`src/rtl/carry_chain_pipe_if.sv`:
```
// Handshake and data bundle for carry_chain_pipe.
// The IN_CHAIN member exists only when CARRY_CASCADE_EN is defined.
interface carry_chain_pipe_if #(
    parameter int WIDTH = 16
);
    logic             IN_VALID;
    logic             IN_READY;
    logic             CI;
    logic             CYINIT;
    logic [WIDTH-1:0] DI;
    logic [WIDTH-1:0] S;
`ifdef CARRY_CASCADE_EN
    logic             IN_CHAIN;
`endif
    logic             OUT_VALID;
    logic             OUT_READY;
    logic [WIDTH-1:0] CO;
    logic [WIDTH-1:0] O;

`ifdef CARRY_CASCADE_EN
    modport master (
        output IN_VALID, CI, CYINIT, DI, S, IN_CHAIN, OUT_READY,
        input  IN_READY, OUT_VALID, CO, O
    );
    modport slave (
        input  IN_VALID, CI, CYINIT, DI, S, IN_CHAIN, OUT_READY,
        output IN_READY, OUT_VALID, CO, O
    );
`else
    modport master (
        output IN_VALID, CI, CYINIT, DI, S, OUT_READY,
        input  IN_READY, OUT_VALID, CO, O
    );
    modport slave (
        input  IN_VALID, CI, CYINIT, DI, S, OUT_READY,
        output IN_READY, OUT_VALID, CO, O
    );
`endif
endinterface

```
`src/rtl/carry_chain_pipe.sv`:
```
// Pipelined WIDTH-bit carry-mux/XOR chain, one register stage per SEG_BITS segment.
// Optional CARRY_CASCADE_EN: IN_CHAIN takes c0 from the previous word's CO[WIDTH-1].
module carry_chain_pipe #(
    parameter int WIDTH    = 16,
    parameter int SEG_BITS = 4
) (
    input logic              CLK,
    input logic              RST_N,
    carry_chain_pipe_if.slave bus
);
    localparam int NSEG = WIDTH / SEG_BITS;

    // A chained word's c0 is unknown until its predecessor leaves the last
    // segment, so carries are tracked as "value with c0=0" plus "depends on c0".
    typedef struct packed {
        logic [WIDTH-1:0] s;
        logic [WIDTH-1:0] di;
        logic [WIDTH-1:0] o;
        logic [WIDTH-1:0] co;
        logic [WIDTH-1:0] oDep;
        logic [WIDTH-1:0] coDep;
        logic             cVal;
        logic             cDep;
    } stage_t;

    function automatic stage_t resolveSeg(input stage_t p, input int seg);
        stage_t q;
        logic   c;
        logic   d;
        int     i;
        q = p;
        c = p.cVal;
        d = p.cDep;
        for (int j = 0; j < SEG_BITS; j++) begin
            i         = seg * SEG_BITS + j;
            q.o[i]    = p.s[i] ^ c;
            q.oDep[i] = d;
            if (p.s[i]) begin
                q.co[i]    = c;
                q.coDep[i] = d;
            end else begin
                q.co[i]    = p.di[i];
                q.coDep[i] = 1'b0;
            end
            c = q.co[i];
            d = q.coDep[i];
        end
        q.cVal = c;
        q.cDep = d;
        return q;
    endfunction

    stage_t          r_stage [NSEG];
    logic [NSEG-1:0] r_valid;

    stage_t          w_inWord;
    stage_t          w_next [NSEG];
    stage_t          w_final;
    logic [NSEG-1:0] w_adv;
    logic [NSEG-1:0] w_load;
    logic            w_inXfer;
    logic            w_c0Val;
    logic            w_c0Dep;

`ifdef CARRY_CASCADE_EN
    logic r_chainCarry;

    always_comb begin
        w_c0Val = bus.IN_CHAIN ? 1'b0 : (bus.CI | bus.CYINIT);
        w_c0Dep = bus.IN_CHAIN;
    end
`else
    assign w_c0Val = bus.CI | bus.CYINIT;
    assign w_c0Dep = 1'b0;
`endif

    always_comb begin
        w_inWord      = '0;
        w_inWord.s    = bus.S;
        w_inWord.di   = bus.DI;
        w_inWord.cVal = w_c0Val;
        w_inWord.cDep = w_c0Dep;
    end

    always_comb begin
        w_next[0] = resolveSeg(w_inWord, 0);
        for (int k = 1; k < NSEG; k++) begin
            w_next[k] = resolveSeg(r_stage[k-1], k);
        end
    end

    // The last stage folds in the forwarded carry of the previous word.
    always_comb begin
        w_final = w_next[NSEG-1];
`ifdef CARRY_CASCADE_EN
        w_final.co    = w_final.co | (w_final.coDep & {WIDTH{r_chainCarry}});
        w_final.o     = w_final.o ^ (w_final.oDep & {WIDTH{r_chainCarry}});
        w_final.coDep = '0;
        w_final.oDep  = '0;
        w_final.cDep  = 1'b0;
        w_final.cVal  = w_final.co[WIDTH-1];
`endif
    end

    always_comb begin
        logic downFree;
        logic advK;
        downFree = bus.OUT_READY;
        w_adv    = '0;
        for (int k = NSEG - 1; k >= 0; k--) begin
            advK     = r_valid[k] & downFree;
            w_adv[k] = advK;
            downFree = !r_valid[k] | advK;
        end
    end

    assign bus.IN_READY = !r_valid[0] | w_adv[0];
    assign w_inXfer     = bus.IN_VALID & bus.IN_READY;

    always_comb begin
        w_load    = '0;
        w_load[0] = w_inXfer;
        for (int k = 1; k < NSEG; k++) begin
            w_load[k] = w_adv[k-1];
        end
    end

    always_ff @(posedge CLK or negedge RST_N) begin
        if (!RST_N) begin
            r_valid <= '0;
            for (int k = 0; k < NSEG; k++) begin
                r_stage[k] <= '0;
            end
        end else begin
            for (int k = 0; k < NSEG; k++) begin
                if (w_load[k]) begin
                    r_valid[k] <= 1'b1;
                    r_stage[k] <= (k == NSEG - 1) ? w_final : w_next[k];
                end else if (w_adv[k]) begin
                    r_valid[k] <= 1'b0;
                end
            end
        end
    end

`ifdef CARRY_CASCADE_EN
    always_ff @(posedge CLK or negedge RST_N) begin
        if (!RST_N) begin
            r_chainCarry <= 1'b0;
        end else if (w_load[NSEG-1]) begin
            r_chainCarry <= w_final.co[WIDTH-1];
        end
    end
`endif

    assign bus.OUT_VALID = r_valid[NSEG-1];
    assign bus.CO        = r_stage[NSEG-1].co;
    assign bus.O         = r_stage[NSEG-1].o;
endmodule

```
`src/flat_wrapper.sv`:
```
// flat-port wrapper written by rule: the top's interface ports become plain ports
module carry_chain_pipe_flat 
#(
    parameter int WIDTH    = 16,
    parameter int SEG_BITS = 4
)
  (CLK, RST_N, bus_IN_VALID, bus_CI, bus_CYINIT, bus_DI, bus_S, bus_OUT_READY, bus_IN_READY, bus_OUT_VALID, bus_CO, bus_O);
  carry_chain_pipe_if #(.WIDTH(WIDTH)) bus_i ();
  input logic CLK;
  input logic RST_N;
  input wire logic [$bits(bus_i.IN_VALID)-1:0] bus_IN_VALID;
  input wire logic [$bits(bus_i.CI)-1:0] bus_CI;
  input wire logic [$bits(bus_i.CYINIT)-1:0] bus_CYINIT;
  input wire logic [$bits(bus_i.DI)-1:0] bus_DI;
  input wire logic [$bits(bus_i.S)-1:0] bus_S;
  input wire logic [$bits(bus_i.OUT_READY)-1:0] bus_OUT_READY;
  output wire logic [$bits(bus_i.IN_READY)-1:0] bus_IN_READY;
  output wire logic [$bits(bus_i.OUT_VALID)-1:0] bus_OUT_VALID;
  output wire logic [$bits(bus_i.CO)-1:0] bus_CO;
  output wire logic [$bits(bus_i.O)-1:0] bus_O;
  assign bus_i.IN_VALID = bus_IN_VALID;
  assign bus_i.CI = bus_CI;
  assign bus_i.CYINIT = bus_CYINIT;
  assign bus_i.DI = bus_DI;
  assign bus_i.S = bus_S;
  assign bus_i.OUT_READY = bus_OUT_READY;
  assign bus_IN_READY = bus_i.IN_READY;
  assign bus_OUT_VALID = bus_i.OUT_VALID;
  assign bus_CO = bus_i.CO;
  assign bus_O = bus_i.O;
  carry_chain_pipe #(.WIDTH(WIDTH), .SEG_BITS(SEG_BITS)) u_core (.CLK(CLK), .RST_N(RST_N), .bus(bus_i));
endmodule
```
`config.mk`:
```
export PLATFORM = sky130hd
export DESIGN_NAME = carry_chain_pipe_flat
export DESIGN_NICKNAME = d
export VERILOG_FILES = /design/src/rtl/carry_chain_pipe_if.sv /design/src/rtl/carry_chain_pipe.sv /design/src/flat_wrapper.sv
export SDC_FILE = /design/constraint.sdc
export NUM_CORES = 1
export LEC_CHECK = 0
export BUFFER_PORTS_ARGS = -buffer_cell sky130_fd_sc_hd__buf_4
export CAP_MARGIN = 0
export CORE_MARGIN = 10
export CORE_UTILIZATION = 24
export CTS_CLUSTER_DIAMETER = 80
export CTS_CLUSTER_SIZE = 14
export DETAILED_ROUTE_END_ITERATION = 6
export PLACE_DENSITY = 0.42
export SLEW_MARGIN = 15
export SYNTH_ARGS = -nofsm -noshare
export SYNTH_HDL_FRONTEND = slang
export SYNTH_SLANG_ARGS = --single-unit
```
`constraint.sdc`:
```
create_clock -name CLK -period 4.2 [get_ports CLK]
set_input_delay 0.21 -clock CLK [delete_from_list [all_inputs] [get_ports CLK]]
set_output_delay 0.21 -clock CLK [all_outputs]
set_load 0.01 [all_outputs]
```
## Word level (Yosys, flattened, before mapping)

Cells that the tools add are included.

- Word-level logic and storage cells: 79
- Input port bits: 38
- Register bits: 183

- Multiplexer cells: 24
- Reduce and logical (&&, ||, !) cells: 8
- Bitwise logic cells: 26

Operator list:

| cell | count |
|---|---|
| 2-to-1 mux 1 bit | 24 |
| XOR 1 bit | 16 |
| nonzero test 2 bit | 4 |
| AND 1 bit | 5 |
| OR 1 bit | 5 |
| logical NOT 1 bit | 4 |

## Longest topological paths before layout

Gate-level depths: netlist (run 1).

- Depth in word-level cells: 10
- Mapped depth: 6
- Gate-level depth less buffers: 4

## Worst setup path after synthesis (run 1)

OpenSTA, ideal clock, no wires.

- Kind: flip-flop to flip-flop
- Start point: register u_core.r_valid[3]
- End point: register u_core.r_stage[328] in the netlist's numbering
- Cell stages (with the launch flop): 5
- Path buffers: 1
- Path slack: 2.690 ns
- Data arrival time: 1.386 ns
- Path through: dfrtp_1 > nand4b_2 > o21ai_4 > buf_6 > mux2_2

- Longest elaborated chain between the ends: 9
- Elaborated cells between the ends (all ways): 10

Ends and longest elaborated chain:

| item | line | source |
|---|---|---|
| start: declaration | carry_chain_pipe.sv:54 | `logic [NSEG-1:0] r_valid;` |
| start signal: assignment | carry_chain_pipe.sv:130 | `r_valid <= '0;` |
| start signal: indexed assignment | carry_chain_pipe.sv:137 | `r_valid[k] <= 1'b1;` |
| start signal: indexed assignment | carry_chain_pipe.sv:140 | `r_valid[k] <= 1'b0;` |
| AND 1 bit or logical NOT 1 bit (tied branches) | carry_chain_pipe.sv:111, carry_chain_pipe.sv:113 |  |
| OR 1 bit * | carry_chain_pipe.sv:113 | `downFree = !r_valid[k] \| advK;` |
| AND 1 bit * | carry_chain_pipe.sv:111 | `advK = r_valid[k] & downFree;` |
| OR 1 bit * | carry_chain_pipe.sv:113 |  |
| AND 1 bit * | carry_chain_pipe.sv:111 |  |
| OR 1 bit * | carry_chain_pipe.sv:113 |  |
| AND 1 bit * | carry_chain_pipe.sv:111 |  |
| OR 1 bit * | n/a |  |
| AND 1 bit * | carry_chain_pipe.sv:118 | `assign w_inXfer = bus.IN_VALID & bus.IN_READY;` |
| end signal: indexed assignment | carry_chain_pipe.sv:138 | `r_stage[k] <= (k == NSEG - 1) ? w_final : w_next[k];` |
| end: declaration | carry_chain_pipe.sv:53 | `stage_t r_stage [NSEG];` |

Mark *: on every way between the ends. The rest lies on a longest branch, timed or not.
A chain may end at the register's enable or synchronous reset.

## Worst setup path after layout (run 1)

- Start point: register u_core.r_valid[2]
- End point: register u_core.r_stage[391] in the netlist's numbering

- Longest elaborated chain between the ends: 7
- Elaborated cells between the ends (all ways): 8

Ends and longest elaborated chain:

| item | line |
|---|---|
| AND 1 bit or logical NOT 1 bit (tied branches) | carry_chain_pipe.sv:111, carry_chain_pipe.sv:113 |
| OR 1 bit * | carry_chain_pipe.sv:113 |
| AND 1 bit * | carry_chain_pipe.sv:111 |
| OR 1 bit * | carry_chain_pipe.sv:113 |
| AND 1 bit * | carry_chain_pipe.sv:111 |
| OR 1 bit * | n/a |
| AND 1 bit * | carry_chain_pipe.sv:118 |

Marks and branches as above.

==> results of run 1 <==
## registers in the layout (all words and copies together), names as in the netlist
name and cells:
u_core.bus.O 16, u_core.r_valid 4, u_core.bus.CO 16, u_core.r_stage 96
## logic make-up after synthesis
kind of cell / Yosys count / synth area share [%]
flops: 132 / 60.25
mux: 110 / 22.46
simple gates: 56 / 4.929
buf+inv: 52 / 6.390
compound gates: 35 / 3.743
xor+xnor: 14 / 2.236
## area by class of cell
type / instances / area (um^2)
repair buffers: 74 / 561.8
multi-input cells: 215 / 1837
flip-flops and latches: 132 / 3303
fillers: 2320 / 15910
clock inverters: 9 / 128.9
well taps: 285 / 356.6
inverters: 5 / 18.77
clock buffers: 23 / 457.9
## timing repair
| action | in CTS | in global routing |
|---|---|---|
| gates resized for setup | 0 | 0 |
| hold buffers | 1 | 0 |
| hold endpoints to repair | 102 | 0 |
## placed cells by master, fill, tap and decap left out, types with 2 or more instances in the layout
cell          n
bufinv_16     3
mux2i_1       6
nand2b_1      5
xor2_1        4
o21ai_0      23
nor3b_1       2
nand2_2       3
o31ai_1       2
clkinv_2      3
clkbuf_1      5
clkbuf_16    17
a21oi_1       5
mux2_2      103
o221ai_1      3
inv_1         5
nor3_1        2
clkinvlp_4    2
nand3b_1      4
nand2_1      27
buf_4        72
dfrtp_1     132
xnor2_1      10
nor2_1       10
## cells in the mapped netlist, types with 2 or more instances
cell type    n  area [um^2]
mux2_2     103         1160
nand3b_1     4        30.03
mux2i_1      6        60.06
nor3_1       2        10.01
nand2_1     30        112.6
a21oi_1      5        25.02
xor2_1       4        35.03
nor2_1      10        37.54
o31ai_1      2        15.01
inv_1        5        18.77
buf_2       10        50.05
nor3b_1      2        15.01
o21ai_0     23        115.1
buf_6        2        22.52
nand2b_1     5        31.28
dfrtp_1    132         3303
buf_4       34        255.2
xnor2_1     10        87.58
o221ai_1     3        26.28
## where the power goes
group          internal (W)  switching [W]  total [W]  leakage [nW]
clock              0.000947       0.000528    0.00147         0.281
combinational      0.000637       0.000453    0.00109          1.06
sequential          0.00172       0.000253    0.00197          1.56
total               0.00330        0.00123    0.00454          2.90
## layer usage
metal | vias up | GRT usage [%] | share of wire, %
li1 | 1446 | - | -
met1 | 1517 | 9.905 | 46
met2 | 54 | 12.38 | 48
met3 | 13 | 2.442 | 4.4
met4 | 0 | 4.310 | 1.7
met5 | - | 0 | 0
## worst max-delay path, stage by stage (launching register included)
cell      delay [ns]
dfrtp_1         0.41
nand4b_2        0.21
o21ai_4         0.53
buf_4           0.38
mux2_2          0.37
## path summary, 6_finish.rpt
check                                                 from                               to  slack (ns)  depth (start not counted)
max reg2reg                  u_core.r_valid[2]$_DFFE_PN0P_  u_core.r_stage[391]$_DFFE_PN0P_        2.18                          4
max                          u_core.r_valid[2]$_DFFE_PN0P_  u_core.r_stage[391]$_DFFE_PN0P_        2.18                          4
min                                             bus_DI[14]  u_core.r_stage[374]$_DFFE_PN0P_        0.02                          2
min reg2reg                u_core.r_stage[140]$_DFFE_PN0P_  u_core.r_stage[140]$_DFFE_PN0P_        0.47                          2
max in group asynchronous                            RST_N  u_core.r_stage[192]$_DFFE_PN0P_        2.70                          3
min in group asynchronous                            RST_N  u_core.r_stage[157]$_DFFE_PN0P_        0.47                          2
## stage by stage
step                      hold slack, ns  power [W]  instance area (um^2)  std cells
after floorplan                 -0.08559   0.002844                  5483        399
after global placement            0.4017   0.003106                  6067        710
after detailed placement          0.4165   0.003136                  6067        710
after CTS                       0.001378   0.004646                  6664        743
after global routing             0.01496   0.004853                  6664        743
final                            0.02498   0.004537                  6664        743
==> results.toml, run 1 <==
[outcome]
run_status = "completed"

[setup_path]
start_kind = "flop"
crit_arrival_ns = 2.32
required_ns = 4.50
setup.worst_path.class = "reg2reg"
cp_max_fo = 22
crit_path_end_kind = "flop"

[die]
dieArea_mm2 = 0.02929
fp.dieH_um = 171.1
row_count = 55
io_pins = 72
core-area_mm2 = 0.02257
initial_utilization_pct = 24.29
die_w_um = 171.1

[final_layout]
antenna_cells = 0
syn_to_final_growth_pct = 21.54
fin_util_pct = 29.52
layout-drive-gt1-share_pct = 45.85
nNetsFinal = 483

[worst_hold_path]
holdCritPathClass = "in2reg"

[route]
routed_via_density = 4.078
drc = 0
drtIter0Drc = 95
wl_per_cell_um = 14.80
via_count = 3030
drt-total-wl_um = 11000
first_pass_iters = 6
postRouteAntennaNets = 0

[global_routing]
antenna_found_initial = 0
track_usage_pct = 8.048
grt_pass1_wl_um = 18190
grt_max_degree = 104
overflow = 0
grt_pass1_vias = 3342

[synthesis]
synth_area_mm2 = 0.005483
synth_edf_count = 0
syn_nets = 437
synth_ff_type = "dfrtp_1"
syn_inst = 399
ys_warn_count = 0
synth-seq-cells = 132
ys_async_sr_fraction_pct = 100.0
avgSynthCellArea_um2 = 13.74
yosysUniqueCellTypes = 26
ys_seq_area_share_pct = 60.25

[sta]
fin_worst_skew_ns = 0.004469
drv_slew = 0
period_share_pct = 48.20
period_minus_slack_ns = 2.025
max_slew_margin_pct = 35.14
setup_viol_count_final = 0
max_clock_freq_mhz = 493.9
rsz0062_at_grt = "false"
finalHoldViolations = 0
fin_ws_ns = 2.175
fin_setup_tns_ns = 0
worst_pin_slew_ns = 0.9729

[power_and_ir_drop]
ir_worst_vdd_uv = 209.0
p_per_area_mw_per_mm2 = 680.9
power_leakage_nw = 2.901

[placement]
gp_congestion = 0.6674
dp_hpwl_um = 7358
preCtsSetupSlack_ns = 2.140
port_buffers = 71

[clock_network]
numCtsBuffers = 17
clockRootBuffer = "clkbuf_16"
numClockSinks = 132
cts_max_level = 4
postCtsSetupRepairBufs = 0
clkTransAtPathRegs_ns = 0.06
clk_latency_ns = 0.41
cts.path.max_buffers = 2
cts_tree = "built"

[run]
maxCapViolCount = 0
Power figures use the tool's default switching activity.
==> run 2: changes to the inputs <==
==> constraint.sdc (replaced) <==
create_clock -name CLK -period 2.1 [get_ports CLK]
set_input_delay 0.105 -clock CLK [delete_from_list [all_inputs] [get_ports CLK]]
set_output_delay 0.105 -clock CLK [all_outputs]
set_load 0.01 [all_outputs]
==> results.toml, run 2 (synthesized netlist as in run 1, its figures left out) <==
[placement]
gp_congestion = 0.6864
port_buffers = 71
place_area_mm2 = 0.006187
dp_hpwl_um = 7793

[setup_path]
crit_path_end_kind = "output port"
cp_max_fo = 4
critPathBufInv = 3
r2r_setup_slack_ns = 0.52
reg2reg_from = "u_core.r_valid[2]$_DFFE_PN0P_"
path_cells = "dlygate4sd3_1, buf_4, nand4b_2, or2_2, buf_4"
setup.worst_path.class = "in2out"
crit_arrival_ns = 1.61
crit_top_cell = "buf_4"
r2r_end = "u_core.r_stage[389]$_DFFE_PN0P_"
required_ns = 2.00
start_kind = "primary input"
cp_top_family = "buffers and inverters"
r2r_cells = 4
cp_slowest_cell = "dlygate4sd3_1"
slowest_delay_ns = 0.56

[power_and_ir_drop]
ir_worst_vdd_uv = 466.5
p_per_area_mw_per_mm2 = 1319
power_leakage_nw = 3.107

[clock_network]
cts_max_level = 4
numClockSinks = 132
cts_tree = "built"
numCtsBuffers = 17
clk_latency_ns = 0.42
cts.path.max_buffers = 2
clockRootBuffer = "clkbuf_16"
clkTransAtPathRegs_ns = 0.06

[final_layout]
largest_reg_flops = 96
mostFrequentLayoutCells = "dfrtp_1 (132), mux2_2 (103), buf_4 (80)"
final_common_cell = "dfrtp_1"
nNetsFinal = 523
fin_area_mm2 = 0.007122
layout-drive-gt1-share_pct = 45.38
antenna_cells = 0
top_register = "u_core.r_stage"
syn_to_final_growth_pct = 29.90

[sta]
period_share_pct = 81.78
worst_pin_slew_ns = 0.5826
holdWs_ns = 0.04910
max_clock_freq_mhz = 582.3
drv_slew = 0
max_slew_margin_pct = 61.16
period_minus_slack_ns = 1.717
finalHoldViolations = 0
fin_worst_skew_ns = 0.005139
fin_setup_tns_ns = 0
setup_viol_count_final = 0
rsz0062_at_grt = "false"

[worst_hold_path]
min_from = "bus_S[0]"
hold_end = "u_core.r_stage[344]$_DFFE_PN0P_"
whs_path_depth = 4
holdCritPathClass = "in2reg"

[die]
dieArea_mm2 = 0.02929
initial_utilization_pct = 24.29
fp.dieH_um = 171.1
row_count = 55
io_pins = 72
die_w_um = 171.1
core-area_mm2 = 0.02257

[global_routing]
overflow = 0
track_usage_pct = 8.261
grt_max_degree = 61
grt_pass1_wl_um = 18390
antenna_found_initial = 0
grt_pass1_vias = 3428

[route]
drtIter0Drc = 126
wl_per_cell_um = 14.38
drc = 0
postRouteAntennaNets = 0
via_count = 3173
routed_via_density = 4.052
first_pass_iters = 6
drt-total-wl_um = 11260

[run]
maxCapViolCount = 0

[outcome]
run_status = "completed"
## run 2: area by class of cell
cell class | instances | area (um^2)
clock buffers | 17 | 425.4
clock inverters | 15 | 209.0
fillers | 2288 | 15450
inverters | 5 | 18.77
multi-input cells | 215 | 1837
flip-flops and latches | 132 | 3303
well taps | 285 | 356.6
repair buffers | 114 | 972.2
## run 2: worst reg2reg max path, cell delays in order (launching register included)
cell and delay [ns]:
dfrtp_1 0.41, nand4b_2 0.21, o21ai_4 0.17, buf_4 0.30
mux2_2 0.38
## run 2: power by group
part / internal, W / switching, W / leakage (nW)
clock: 0.00199 / 0.00116 / 0.299
sequential: 0.00344 / 0.000501 / 1.56
combinational: 0.00137 / 0.000936 / 1.25
## run 2: repair_timing
action | 4_1_cts | 5_1_grt
resized for setup | 0 | 0
hold buffers | 30 | 0
hold endpoints to repair | 86 | 0
setup buffers | 0 | 0
## run 2: metrics by stage
| step | setup slack [ns] | power (W) | instances | utilization, % |
|---|---|---|---|---|
| finish | 0.3827 | 0.009394 | 783 | 31.55 |
| global route | 0.3516 | 0.009980 | 783 | 31.55 |
| CTS | 0.3715 | 0.009586 | 783 | 31.55 |
| detailed placement | 0.4884 | 0.006337 | 721 | 27.41 |
| global placement | 0.4915 | 0.006272 | 721 | 27.41 |
| floorplan | 0.5896 | 0.005687 | 399 | - |
## run 2: worst max path at each step
stage,start,endpoint,cells past startpoint
after floorplan,u_core.r_valid[3]$_DFFE_PN0P_,u_core.r_stage[328]$_DFFE_PN0P_,4
after global placement,u_core.r_stage[286]$_DFFE_PN0P_,u_core.r_stage[142]$_DFFE_PN0P_,3
after detailed placement,u_core.r_valid[2]$_DFFE_PN0P_,u_core.r_stage[368]$_DFFE_PN0P_,4
after CTS,bus_OUT_READY,bus_IN_READY,5
after global routing,u_core.r_valid[2]$_DFFE_PN0P_,bus_IN_READY,3
final,bus_OUT_READY,bus_IN_READY,5
## run 2: layer usage
layer,track usage [%],vias up,share of wire [%]
met2,12.50,57,47
met1,10.24,1576,47
met4,4.310,0,2.2
li1,-,1524,-
met5,0,-,0
met3,2.742,16,4.2
